## config.mk

```make
export PLATFORM = sky130hd
export DESIGN_NAME = gmii_rx_framer
export DESIGN_NICKNAME = d
export VERILOG_FILES = /design/src/rtl/eth_rx_pkg.sv /design/src/rtl/gmii_rx_framer.sv
export SDC_FILE = /design/constraint.sdc
export NUM_CORES = 1
export LEC_CHECK = 0
export BUFFER_PORTS_ARGS = -buffer_cell sky130_fd_sc_hd__clkbuf_2
export CAP_MARGIN = 40
export CORE_MARGIN = 2
export CORE_UTILIZATION = 45
export DETAILED_ROUTE_END_ITERATION = 6
export PLACE_DENSITY_LB_ADDON = 0.05
export SETUP_SLACK_MARGIN = 0.1
export SLEW_MARGIN = 40
export SYNTH_ARGS = -nofsm -noshare
export SYNTH_HDL_FRONTEND = slang
export SYNTH_SLANG_ARGS = --single-unit
```

## constraint.sdc

```tcl
create_clock -name clk -period 2 [get_ports clk]
set_input_delay 0 -clock clk [delete_from_list [all_inputs] [get_ports clk]]
set_output_delay 0 -clock clk [all_outputs]
set_load 0.005 [all_outputs]
```

## src/rtl/eth_rx_pkg.sv

```systemverilog
// Shared types and constants for the GMII receive path.
package eth_rx_pkg;
  localparam int RX_STATUS_W = 4;
  localparam logic [7:0] PREAMBLE_BYTE = 8'h55;
  localparam logic [7:0] SFD_BYTE      = 8'hD5;

  typedef struct packed {
    logic err;
    logic eof;
    logic sof;
    logic valid;
  } rx_status_t;

  typedef enum logic [1:0] {
    ST_IDLE,
    ST_PREAMBLE,
    ST_PAYLOAD,
    ST_DROP
  } rx_framer_state_t;
endpackage

```

## src/rtl/gmii_rx_framer.sv

```systemverilog
// GMII receive framer: strips preamble/SFD and emits one payload byte per beat
// with {err, eof, sof, valid}, delayed one beat so eof can ride on the last byte.
module gmii_rx_framer
  import eth_rx_pkg::*;
#(
  parameter int MIN_PREAMBLE  = 2,
  parameter int MIN_FRAME_LEN = 64,
  parameter int MAX_FRAME_LEN = 1522
) (
  input  logic                   clk,
  input  logic                   rst,
  input  logic [7:0]             gmii_rxd_i,
  input  logic                   gmii_rx_dv_i,
  input  logic                   gmii_rx_er_i,
  output logic [7:0]             data_o,
  output logic [RX_STATUS_W-1:0] status_o,
  output logic                   frame_err_o,
  output logic                   drop_o
);

  rx_framer_state_t r_state;
  logic [2:0]       r_pre_cnt;
  logic [10:0]      r_byte_cnt;
  logic             r_err_flag;
  logic             r_first;
  logic             r_hold_vld;
  logic             r_hold_first;
  logic [7:0]       r_hold_data;
  logic [7:0]       r_data;
  rx_status_t       r_status;
  logic             r_frame_err;
  logic             r_drop;

  logic             w_trunc;
  logic             w_eof_err;
  logic [10:0]      w_byte_cnt_inc;

  assign w_trunc        = (r_byte_cnt >= 11'(MAX_FRAME_LEN));
  assign w_eof_err      = r_err_flag | (r_byte_cnt < 11'(MIN_FRAME_LEN));
  assign w_byte_cnt_inc = (r_byte_cnt == 11'h7FF) ? r_byte_cnt : r_byte_cnt + 11'd1;

  // Payload bytes carry no reset; their validity is tracked by r_hold_vld/r_status.
  always_ff @(posedge clk) begin
    if (r_state == ST_PAYLOAD) begin
      r_data <= r_hold_data;
      if (gmii_rx_dv_i && !w_trunc) r_hold_data <= gmii_rxd_i;
    end
  end

  always_ff @(posedge clk or negedge rst) begin
    if (!rst) begin
      r_state      <= ST_IDLE;
      r_pre_cnt    <= '0;
      r_byte_cnt   <= '0;
      r_err_flag   <= 1'b0;
      r_first      <= 1'b0;
      r_hold_vld   <= 1'b0;
      r_hold_first <= 1'b0;
      r_status     <= '0;
      r_frame_err  <= 1'b0;
      r_drop       <= 1'b0;
    end else begin
      r_status    <= '0;
      r_frame_err <= 1'b0;
      r_drop      <= 1'b0;
      case (r_state)
        ST_IDLE: begin
          if (gmii_rx_dv_i) begin
            if (gmii_rxd_i == PREAMBLE_BYTE && !gmii_rx_er_i) begin
              r_state   <= ST_PREAMBLE;
              r_pre_cnt <= 3'd1;
            end else begin
              r_state <= ST_DROP;
              r_drop  <= 1'b1;
            end
          end
        end
        ST_PREAMBLE: begin
          if (!gmii_rx_dv_i) begin
            r_state <= ST_IDLE;
            r_drop  <= 1'b1;
          end else if (gmii_rx_er_i) begin
            r_state <= ST_DROP;
            r_drop  <= 1'b1;
          end else if (gmii_rxd_i == PREAMBLE_BYTE) begin
            if (r_pre_cnt != 3'd7) r_pre_cnt <= r_pre_cnt + 3'd1;
          end else if (gmii_rxd_i == SFD_BYTE && r_pre_cnt >= 3'(MIN_PREAMBLE)) begin
            r_state    <= ST_PAYLOAD;
            r_byte_cnt <= '0;
            r_err_flag <= 1'b0;
            r_first    <= 1'b1;
            r_hold_vld <= 1'b0;
          end else begin
            r_state <= ST_DROP;
            r_drop  <= 1'b1;
          end
        end
        ST_PAYLOAD: begin
          if (!gmii_rx_dv_i) begin
            // End of carrier: the held byte becomes the eof beat.
            if (r_hold_vld) begin
              r_status    <= '{err: w_eof_err, eof: 1'b1, sof: r_hold_first, valid: 1'b1};
              r_frame_err <= w_eof_err;
            end else begin
              r_drop <= 1'b1;
            end
            r_hold_vld <= 1'b0;
            r_state    <= ST_IDLE;
          end else if (w_trunc) begin
            r_status    <= '{err: 1'b1, eof: 1'b1, sof: r_hold_first, valid: r_hold_vld};
            r_frame_err <= r_hold_vld;
            r_hold_vld  <= 1'b0;
            r_state     <= ST_DROP;
          end else begin
            if (r_hold_vld)
              r_status <= '{err: 1'b0, eof: 1'b0, sof: r_hold_first, valid: 1'b1};
            r_hold_vld   <= 1'b1;
            r_hold_first <= r_first;
            r_first      <= 1'b0;
            r_byte_cnt   <= w_byte_cnt_inc;
            if (gmii_rx_er_i) r_err_flag <= 1'b1;
          end
        end
        ST_DROP: begin
          if (!gmii_rx_dv_i) r_state <= ST_IDLE;
        end
        default: r_state <= ST_IDLE;
      endcase
    end
  end

  assign data_o      = r_data;
  assign status_o    = r_status;
  assign frame_err_o = r_frame_err;
  assign drop_o      = r_drop;

endmodule

```

After elaboration in Yosys (flattened, before gate mapping)
Index checks and enable logic that the tools add are counted.
{"block": "op_classes", "n_bitwise": 2, "n_addsub": 2, "n_mux": 61, "eq_ne": 22, "magnitude_cmp": 3, "reduce_logical": 16}
{"operator": "$mux W11", "count": 7}
{"operator": "$mux W1", "count": 28}
{"operator": "$ne A2 B2 Y1 const B", "count": 13}
{"operator": "$pmux W11 S2", "count": 1}
{"operator": "$mux W2", "count": 9}
{"operator": "$mux W3", "count": 6}
{"operator": "$mux W4", "count": 4}
{"operator": "$reduce_and A8 Y1", "count": 2}
{"operator": "$reduce_and A7 Y1", "count": 2}
{"operator": "$add A11 B1 Y11 const B", "count": 1}
{"operator": "$eq A11 B11 Y1 const B", "count": 1}
{"operator": "$ge A11 B11 Y1 const B", "count": 1}
{"operator": "$lt A11 B7 Y1 const B", "count": 1}
{"operator": "$eq A8 B7 Y1 const B", "count": 1}
{"operator": "$eq A8 B8 Y1 const B", "count": 1}
{"operator": "$pmux W2 S4", "count": 1}
{"operator": "$ne A3 B3 Y1 const B", "count": 2}
{"operator": "$pmux W1 S2", "count": 3}
{"operator": "$pmux W3 S2", "count": 1}
{"operator": "$reduce_and A5 Y1", "count": 1}
{"operator": "$eq A2 B2 Y1 const B", "count": 2}
{"operator": "$ne A4 B4 Y1 const B", "count": 1}
{"operator": "$reduce_and A4 Y1", "count": 1}
{"operator": "$reduce_bool A2 Y1", "count": 2}
{"operator": "11 further kinds", "count": 14}
{"block": "word_totals", "output_inout_bits": 14, "word_cells": 121, "input_bits": 12, "regBits": 42}

Depth between registers and ports, before layout
Gate-level depths: netlist of the first run.
{"block": "depth", "word_depth": 7, "mapped_depth": 8, "mapped_depth_nobuf": 7}

Worst setup path before layout of the first run
OpenSTA, ideal clock, no wires.
{"block": "synth_path", "path_kind": "reg-to-reg", "startpoint": "reg r_state[0]", "endpoint": "reg r_byte_cnt[4]", "synth_period_minus_slack_ns": 1.976, "n_path_buf": 2, "setup_time_ns": 0.066, "arrival_time_ns": 1.910, "slack_ns": 0.024, "path_stages_with_launch": 9, "t_required_ns": 1.934, "path_cell_list": "dfrtp_1 inv_1 ha_1 buf_2 nor2_1 a31o_2 buf_2 o41ai_2 a22o_1"}
{"block": "synth_via", "elab_chain_cells": 3, "elab_cells_between_ends": 12, "cone_classes": "9 x eq/ne; 1 x mux; 2 x reduce/logical"}
{"item": "start: declaration", "line": "gmii_rx_framer.sv:21", "rtl": "rx_framer_state_t r_state;"}
{"item": "start signal: assignment", "line": "gmii_rx_framer.sv:52", "rtl": "r_state <= ST_IDLE;"}
{"item": "start signal: assignment", "line": "gmii_rx_framer.sv:70", "rtl": "r_state <= ST_PREAMBLE;"}
{"item": "start signal: assignment", "line": "gmii_rx_framer.sv:73", "rtl": "r_state <= ST_DROP;"}
{"item": "$eq A2 B1 Y1 or $eq A2 B2 Y1 (tied branches)", "line": "gmii_rx_framer.sv:66", "rtl": "case (r_state)"}
{"item": "$ne A2 B2 Y1 (no line) or $reduce_bool A2 Y1 (tied branches)"}
{"item": "$reduce_and A8 Y1 (no line)"}
{"item": "end signal: assignment", "line": "gmii_rx_framer.sv:120", "rtl": "r_byte_cnt <= w_byte_cnt_inc;"}
{"item": "end: declaration", "line": "gmii_rx_framer.sv:23", "rtl": "logic [10:0] r_byte_cnt;"}
Parallel ways exist; a longest one is shown, timed or not.
A chain may end at the register's enable or synchronous reset.

Final worst setup path of the first run
{"block": "layout_path", "startpoint": "reg r_byte_cnt[1]", "endpoint": "reg r_byte_cnt[1]"}
{"block": "layout_via", "elab_chain_cells": 5, "elab_cells_between_ends": 10, "cone_classes": "1 x add/sub; 1 x order compare; 3 x eq/ne; 4 x mux; 1 x reduce/logical"}
{"item": "$add A11 B1 Y11", "line": "gmii_rx_framer.sv:40", "rtl": "assign w_byte_cnt_inc = (r_byte_cnt == 11'h7FF) ? r_byte_cnt : r_byte_cnt + 11'd1;"}
{"item": "$mux W11", "line": "gmii_rx_framer.sv:40"}
{"item": "$mux W11", "line": "gmii_rx_framer.sv:109", "rtl": "end else if (w_trunc) begin"}
{"item": "$mux W11", "line": "gmii_rx_framer.sv:99", "rtl": "if (!gmii_rx_dv_i) begin"}
{"item": "$pmux W11 S2", "line": "gmii_rx_framer.sv:66"}
Parallel ways exist; a longest one is shown, timed or not. The select of a mux whose other input is x is not followed.

==> summary.txt, run 1 <==
Floorplanning
  • Die span in y: between 70 and 80 µm
  • Initial Util: between 40% and 50%
  • Row Count: 25
  • Die width: between 70 and 80 µm
  • Die ar.: approximately 5400 µm²
  • I/O pin count: 26
  • CORE AREA: 4692 µm²

Flow run
  • Max-Cap Viols: 0

Detailed routing
  • WL final: 4970 µm
  • DRT Pass-1 Iters: 6
  • DR iter-0 viols: 80
  • Via count: 1729
  • Vias per cell: between 5 and 6
  • WL/cell: between 15 and 20 µm
  • DRC: 0
  • Post-DRT Antenna Nets: 0

Timing
  • Fin crit share: about 96%
  • Post-layout min period: between 1.5 and 2 ns
  • Setup TNS: 0 ns
  • Max transition margin: 56.54%
  • Endpoints failing setup: 0
  • Worst slew pin tran: between 0.6 and 0.7 ns
  • Peak Freq: roughly 520 MHz
  • Final hold violation count: 0
  • Fin. max-slew vios: 0
  • Layout Skew: 0.005450 ns
  • RSZ-0062 raised after global routing: yes

Logic synthesis
  • Syn Area/Cell: around 12 µm²
  • Yosys reg bits: 42
  • Post-synth EDFFs: 16
  • Number of synthesis warnings: 0
  • Post-synthesis async set-or-reset flop share: roughly three fifths
  • Register area share after synthesis: a little over 50%
  • Synthesized netlist cell count: approximately 190
  • Netlist cell types: 56
  • Syn nets: approximately 210
  • Ys flop type: dfrtp_1
  • Netlist Area Pre-Place: about 2200 µm²

GRT
  • Initial antenna violation count: 0
  • GR Overflow Total: 0
  • Tot GR Track Use: 18.76%
  • Largest net degree at the start of global routing: 27
  • First-pass GRT wire length: around 7800 µm
  • Vias in the first global route: 1648

Clock network
  • Root Driver: clkbuf_8
  • CTS clock-pin slew for the worst setup and hold paths: approximately 0.08 ns
  • CTS tree: yes
  • Clk Latency, worst-skew pair: ~0.3 ns
  • Num CTS Buffers: 5
  • Clock tree sinks: 42
  • CTS Buffer Depth: 2
  • H-Tree Depth: 2

Place
  • PortBufs: 25
  • DP Wirelength: 3427 µm
  • GPL Wtd Cong: ~0.88

Run status
  • Status: completed

Final layout
  • P&R area growth vs syn: 28.30%
  • Commonest non-fill, non-tap cell in the layout: clkbuf_2
  • Final net count: approximately 260
  • Commonest cells after routing, fill and taps aside: 25 x clkbuf_2, 24 x dfrtp_1, 17 x nand2_1, 17 x buf_4, 16 x edfxtp_1
  • Layout cells sized above 1: roughly a third
  • Ant diodes: 0
  • Layout fillers: between 300 and 400

Pwr
  • Static leakage: 1.238 nW
  • VDD IR max: between 500 and 600 µV
  • PwrDens: between 1000 and 1500 nW/µm²
  • Design Power: about 0.0034 W

Min path
  • Hold crit path type: in -> reg

Setup path
  • Critical Path Fanout Max: 8
  • Required @ worst endpoint: roughly 2.2 ns
  • Critical Path AT: 2.15 ns
  • Crit path kind: reg -> reg
  • CP Launch Type: flop
  • R2R Setup Slk: slightly above 0.08 ns
  • Setup crit end kind: flop
-- path summary, 6_finish.rpt --
| kind | end | start | cells past startpoint |
|---|---|---|---|
| worst max-delay path | r_byte_cnt[1]$_DFFE_PN0P_ | r_byte_cnt[1]$_DFFE_PN0P_ | 6 |
| worst min-delay path | r_err_flag$_DFFE_PN0P_ | gmii_rx_er_i | 3 |
| worst max register to register | r_byte_cnt[1]$_DFFE_PN0P_ | r_byte_cnt[1]$_DFFE_PN0P_ | 6 |
| worst min register to register | data_o[7]$_DFFE_PP_ | r_hold_data[7]$_DFFE_PP_ | 0 |
| max in group asynchronous | r_byte_cnt[0]$_DFFE_PN0P_ | rst | 2 |
| min in group asynchronous | r_byte_cnt[6]$_DFFE_PN0P_ | rst | 2 |
-- power breakdown --
| part | total (W) | internal [W] | leakage (nW) | switching, W |
|---|---|---|---|---|
| Clock | 0.000801 | 0.000500 | 0.0683 | 0.000301 |
| Combinational | 0.00137 | 0.000589 | 0.675 | 0.000780 |
| Sequential | 0.00124 | 0.00110 | 0.495 | 0.000142 |
-- layer usage --
metal	global-route usage [%]	vias up	part of all wire, %
met5	0	-	0
met4	8.081	0	1.6
met3	4.252	9	3.7
met2	31.25	52	53
met1	23.25	848	42
li1	-	820	-
-- synthesized netlist by cell type, drive strengths merged (3+ instances only) --
master  instances  area [µm²]
o311ai          4       52.56
nand2          19       81.33
nand3          12       70.07
a22o            3       26.28
nor3            4       25.02
dfrtp          26       650.6
buf             3       21.27
ha             10       125.1
nand2b          4       25.02
nor2b           3       18.77
edfxtp         16       480.5
nor4            4       40.04
a21oi           3       15.01
o41ai           3       41.29
nor2            8       30.03
nand4           4       40.04
and2            3       18.77
mux2i           3       30.03
o21ai          15       78.83
inv             8       30.03
clkbuf          4       15.01
-- state kept, by name, indices dropped and copies added, names as in the netlist, 2 cells and up --
name	cells
r_state	2
r_byte_cnt	11
r_pre_cnt	3
data_o	8
r_hold_data	8
status_o	4
-- kinds of logic (layout without fill, tap and decap cells) --
logic type | count (synthesis) | after routing | share of synthesized area [%]
AND/OR/NAND/NOR | 70 | 70 | 19.73
flip-flops | 42 | 42 | 51.69
AO/OA/AOI/OAI | 47 | 47 | 17.27
adder cells (fa/ha/maj) | 10 | 10 | 5.718
multiplexers | 5 | 5 | 2.573
buffers and inverters | 15 | 68 | 3.030
-- critical path, stage by stage (launching register included) --
cell,delay (ns)
dfrtp_2,0.45
ha_4,0.17
nor4_4,0.37
o311ai_4,0.21
buf_4,0.20
o41ai_2,0.26
a22o_1,0.18
-- metrics by stage --
step | utilization [%] | cell area (µm²) | std cells | setup WS, ns | hold WS, ns
after floorplan | - | 2191 | 189 | 0.1078 | -0.2956
after global placement | 51.57 | 2420 | 269 | 0.1144 | 0.05875
after detailed placement | 51.57 | 2420 | 269 | 0.07504 | 0.06583
after CTS | 56.75 | 2663 | 287 | 0.09196 | 0.1292
after global routing | 59.84 | 2808 | 296 | -0.03242 | 0.1401
final | 59.84 | 2808 | 296 | 0.08308 | 0.1287
-- cell type report --
class	instances	area (µm²)	share of cell area, %
Clock buffer	5	68.82	2.451
Timing Repair Buffer	52	362.8	12.92
Clock inverter	3	68.82	2.451
Inverter	8	35.03	1.248
Multi-Input combinational cell	132	1071	38.15
Tap cell	54	67.56	2.406
Sequential cell	42	1134	40.37
-- what timing repair did --
action,in CTS,in global routing
hold endpoints to repair,34,0
pin swaps,0,19
setup endpoints to repair,7,19
resized for setup,2,16
hold buffers,9,0
buffers inserted,1,9
Power figures use the tool's default switching activity.
==> inputs of run 2 (changes only) <==
--- a/config.mk
+++ b/config.mk
@@ -5,11 +5,11 @@
 export SDC_FILE = /design/constraint.sdc
 export NUM_CORES = 1
 export LEC_CHECK = 0
-export BUFFER_PORTS_ARGS = -buffer_cell sky130_fd_sc_hd__clkbuf_2
 export CAP_MARGIN = 40
 export CORE_MARGIN = 2
 export CORE_UTILIZATION = 45
 export DETAILED_ROUTE_END_ITERATION = 6
+export DONT_BUFFER_PORTS = 1
 export PLACE_DENSITY_LB_ADDON = 0.05
 export SETUP_SLACK_MARGIN = 0.1
 export SLEW_MARGIN = 40
==> run 2 against run 1 <==
  * Utilization fell by 2.3 points
  * First-iteration DRC count grew 25%
  * Combinational power barely moved
  * Design area down 3.8%
  * Clock skew is 0.0017 ns higher
  * Maximum frequency shrank 0.54%
  * Total power fell by 6.9%
  * Clock power shrank 28%
  * Critical endpoint is now r_byte_cnt[2]$_DFFE_PN0P_
  * Highest routed layer unchanged
==> summary.txt, run 2 (synthesized netlist as in run 1, its figures left out) <==
Run status
  • Status: completed

Setup path
  • FF-to-FF path depth: 7
  • Required @ worst endpoint: around 2.2 ns
  • Reg2reg start: r_byte_cnt[1]$_DFFE_PN0P_
  • Crit path kind: reg -> reg
  • R2R Setup Slk: 0.07 ns
  • Setup crit end kind: flop
  • Reg2reg end: r_byte_cnt[2]$_DFFE_PN0P_
  • Critical Path AT: 2.12 ns
  • Critical Path Fanout Max: 6
  • Critical path origin: r_byte_cnt[1]$_DFFE_PN0P_
  • CP Launch Type: flop
  • Crit path capture: r_byte_cnt[2]$_DFFE_PN0P_

Final layout
  • Ant diodes: 0
  • Commonest cells after routing, fill and taps aside: 25 x dfrtp_1, 17 x nand2_1, 16 x edfxtp_1
  • Layout cells sized above 1: a little under a quarter
  • Largest Register: r_byte_cnt
  • Layout fillers: slightly above 400
  • Max reg flops: 11
  • P&R area growth vs syn: 23.38%
  • Design Area, Final: approximately 2700 µm²
  • Commonest non-fill, non-tap cell in the layout: dfrtp_1
  • Final net count: 239

GRT
  • Vias in the first global route: 1592
  • First-pass GRT wire length: approximately 7700 µm
  • GR Overflow Total: 0
  • Largest net degree at the start of global routing: 27
  • Tot GR Track Use: a little under a fifth
  • Initial antenna violation count: 0

Flow run
  • Max-Cap Viols: 0

Clock network
  • Root Driver: clkbuf_8
  • Clock tree sinks: 42
  • CTS tree: yes
  • CTS clock-pin slew for the worst setup and hold paths: 0.08 ns
  • CTS Buffer Depth: 2
  • H-Tree Depth: 2
  • Clk Latency, worst-skew pair: roughly 0.29 ns
  • Num CTS Buffers: 5

Detailed routing
  • WL final: around 5000 µm
  • DRC: 0
  • Post-DRT Antenna Nets: 0
  • Via count: approximately 1700
  • WL/cell: 18.22 µm
  • DR iter-0 viols: 100
  • Vias per cell: 6.066
  • DRT Pass-1 Iters: 4

Pwr
  • Static leakage: around 1.1 nW
  • PwrDens: about 1200 nW/µm²
  • VDD IR max: about 500 µV
  • Design Power: about 0.0032 W

Place
  • Post-Place Worst Slack: about 0.057 ns
  • Area post-placement: 2295 µm²
  • GPL Wtd Cong: 0.8877
  • DP Wirelength: 3294 µm
  • PortBufs: 0

Floorplanning
  • I/O pin count: 26
  • Die ar.: 5437 µm²
  • Die width: 73.74 µm
  • Initial Util: 46.64%
  • CORE AREA: 4692 µm²
  • Die span in y: approximately 74 µm
  • Row Count: 25

Min path
  • Hold crit path type: in -> reg

Timing
  • Worst slew pin tran: roughly 0.43 ns
  • Setup TNS: 0 ns
  • Final hold violation count: 0
  • Max transition margin: between 70% and 80%
  • Layout Skew: between 0.007 and 0.008 ns
  • Worst hold slack: between 0.01 and 0.015 ns
  • Fin. max-slew vios: 0
  • Fin crit share: roughly 96%
  • Fin worst setup slack: roughly 0.073 ns
  • Post-layout min period: between 1.5 and 2 ns
  • Endpoints failing setup: 0
  • RSZ-0062 raised after global routing: yes
  • Peak Freq: 518.8 MHz
run 2: per-layer routing:
metal	vias up	GRT usage (%)	part of all wire [%]
met5	-	0	0
met4	0	7.879	1.5
met3	7	3.841	3.4
met2	41	30.26	50
met1	832	23.39	45
li1	770	-	-
run 2: how the worst min path moves through the flow:
| stage | start | end | slack, ns | cells after the start |
|---|---|---|---|---|
| 6_report | gmii_rx_dv_i | r_byte_cnt[10]$_DFFE_PN0P_ | 0.01 | 3 |
| 3_3_place_gp | rst | r_byte_cnt[5]$_DFFE_PN0P_ | -0.29 | 0 |
| 3_5_place_dp | rst | r_byte_cnt[5]$_DFFE_PN0P_ | -0.29 | 0 |
| 5_1_grt | gmii_rx_dv_i | r_byte_cnt[10]$_DFFE_PN0P_ | 0.02 | 3 |
| 2_1_floorplan | rst | drop_o$_DFF_PN0_ | -0.30 | 0 |
| 4_1_cts | gmii_rx_dv_i | r_byte_cnt[10]$_DFFE_PN0P_ | 0.005 | 3 |
run 2: cell type report:
cell class / instances / area, µm² / share of cell area, %
Sequential cell: 42 / 1132 / 41.94
Multi-Input combinational cell: 133 / 1106 / 40.96
Timing Repair Buffer: 27 / 266.5 / 9.870
Clock buffer: 6 / 82.58 / 3.058
Tap cell: 54 / 67.56 / 2.502
Inverter: 8 / 32.53 / 1.205
Clock inverter: 2 / 12.51 / 0.4634
run 2: critical path, stage by stage, from the launching register on:
cell,delay [ns]
dfrtp_2,0.47
ha_4,0.18
nor4_4,0.37
buf_4,0.20
o311ai_4,0.11
o21ai_1,0.20
o41ai_2,0.10
a22o_1,0.19
run 2: where the power goes:
group | switching (W) | internal [W] | leakage (nW) | total [W]
sequential | 0.000152 | 0.00110 | 0.497 | 0.00125
clock | 0.000301 | 0.000278 | 0.0472 | 0.000579
combinational | 0.000771 | 0.000574 | 0.590 | 0.00134
run 2: per-stage QoR:
stage               cells  util [%]
floorplan             189         -
global placement      244     48.91
detailed placement    244     48.91
CTS                   264     53.97
global route          272     57.55
finish                272     57.55
run 2: repair_timing:
action,in CTS,in global routing
hold endpoints to repair,41,0
endpoints found under the setup margin,2,22
gates cloned,0,1
pin swaps,0,14
buffers inserted,0,7
resized for setup,2,19
hold buffers,12,0
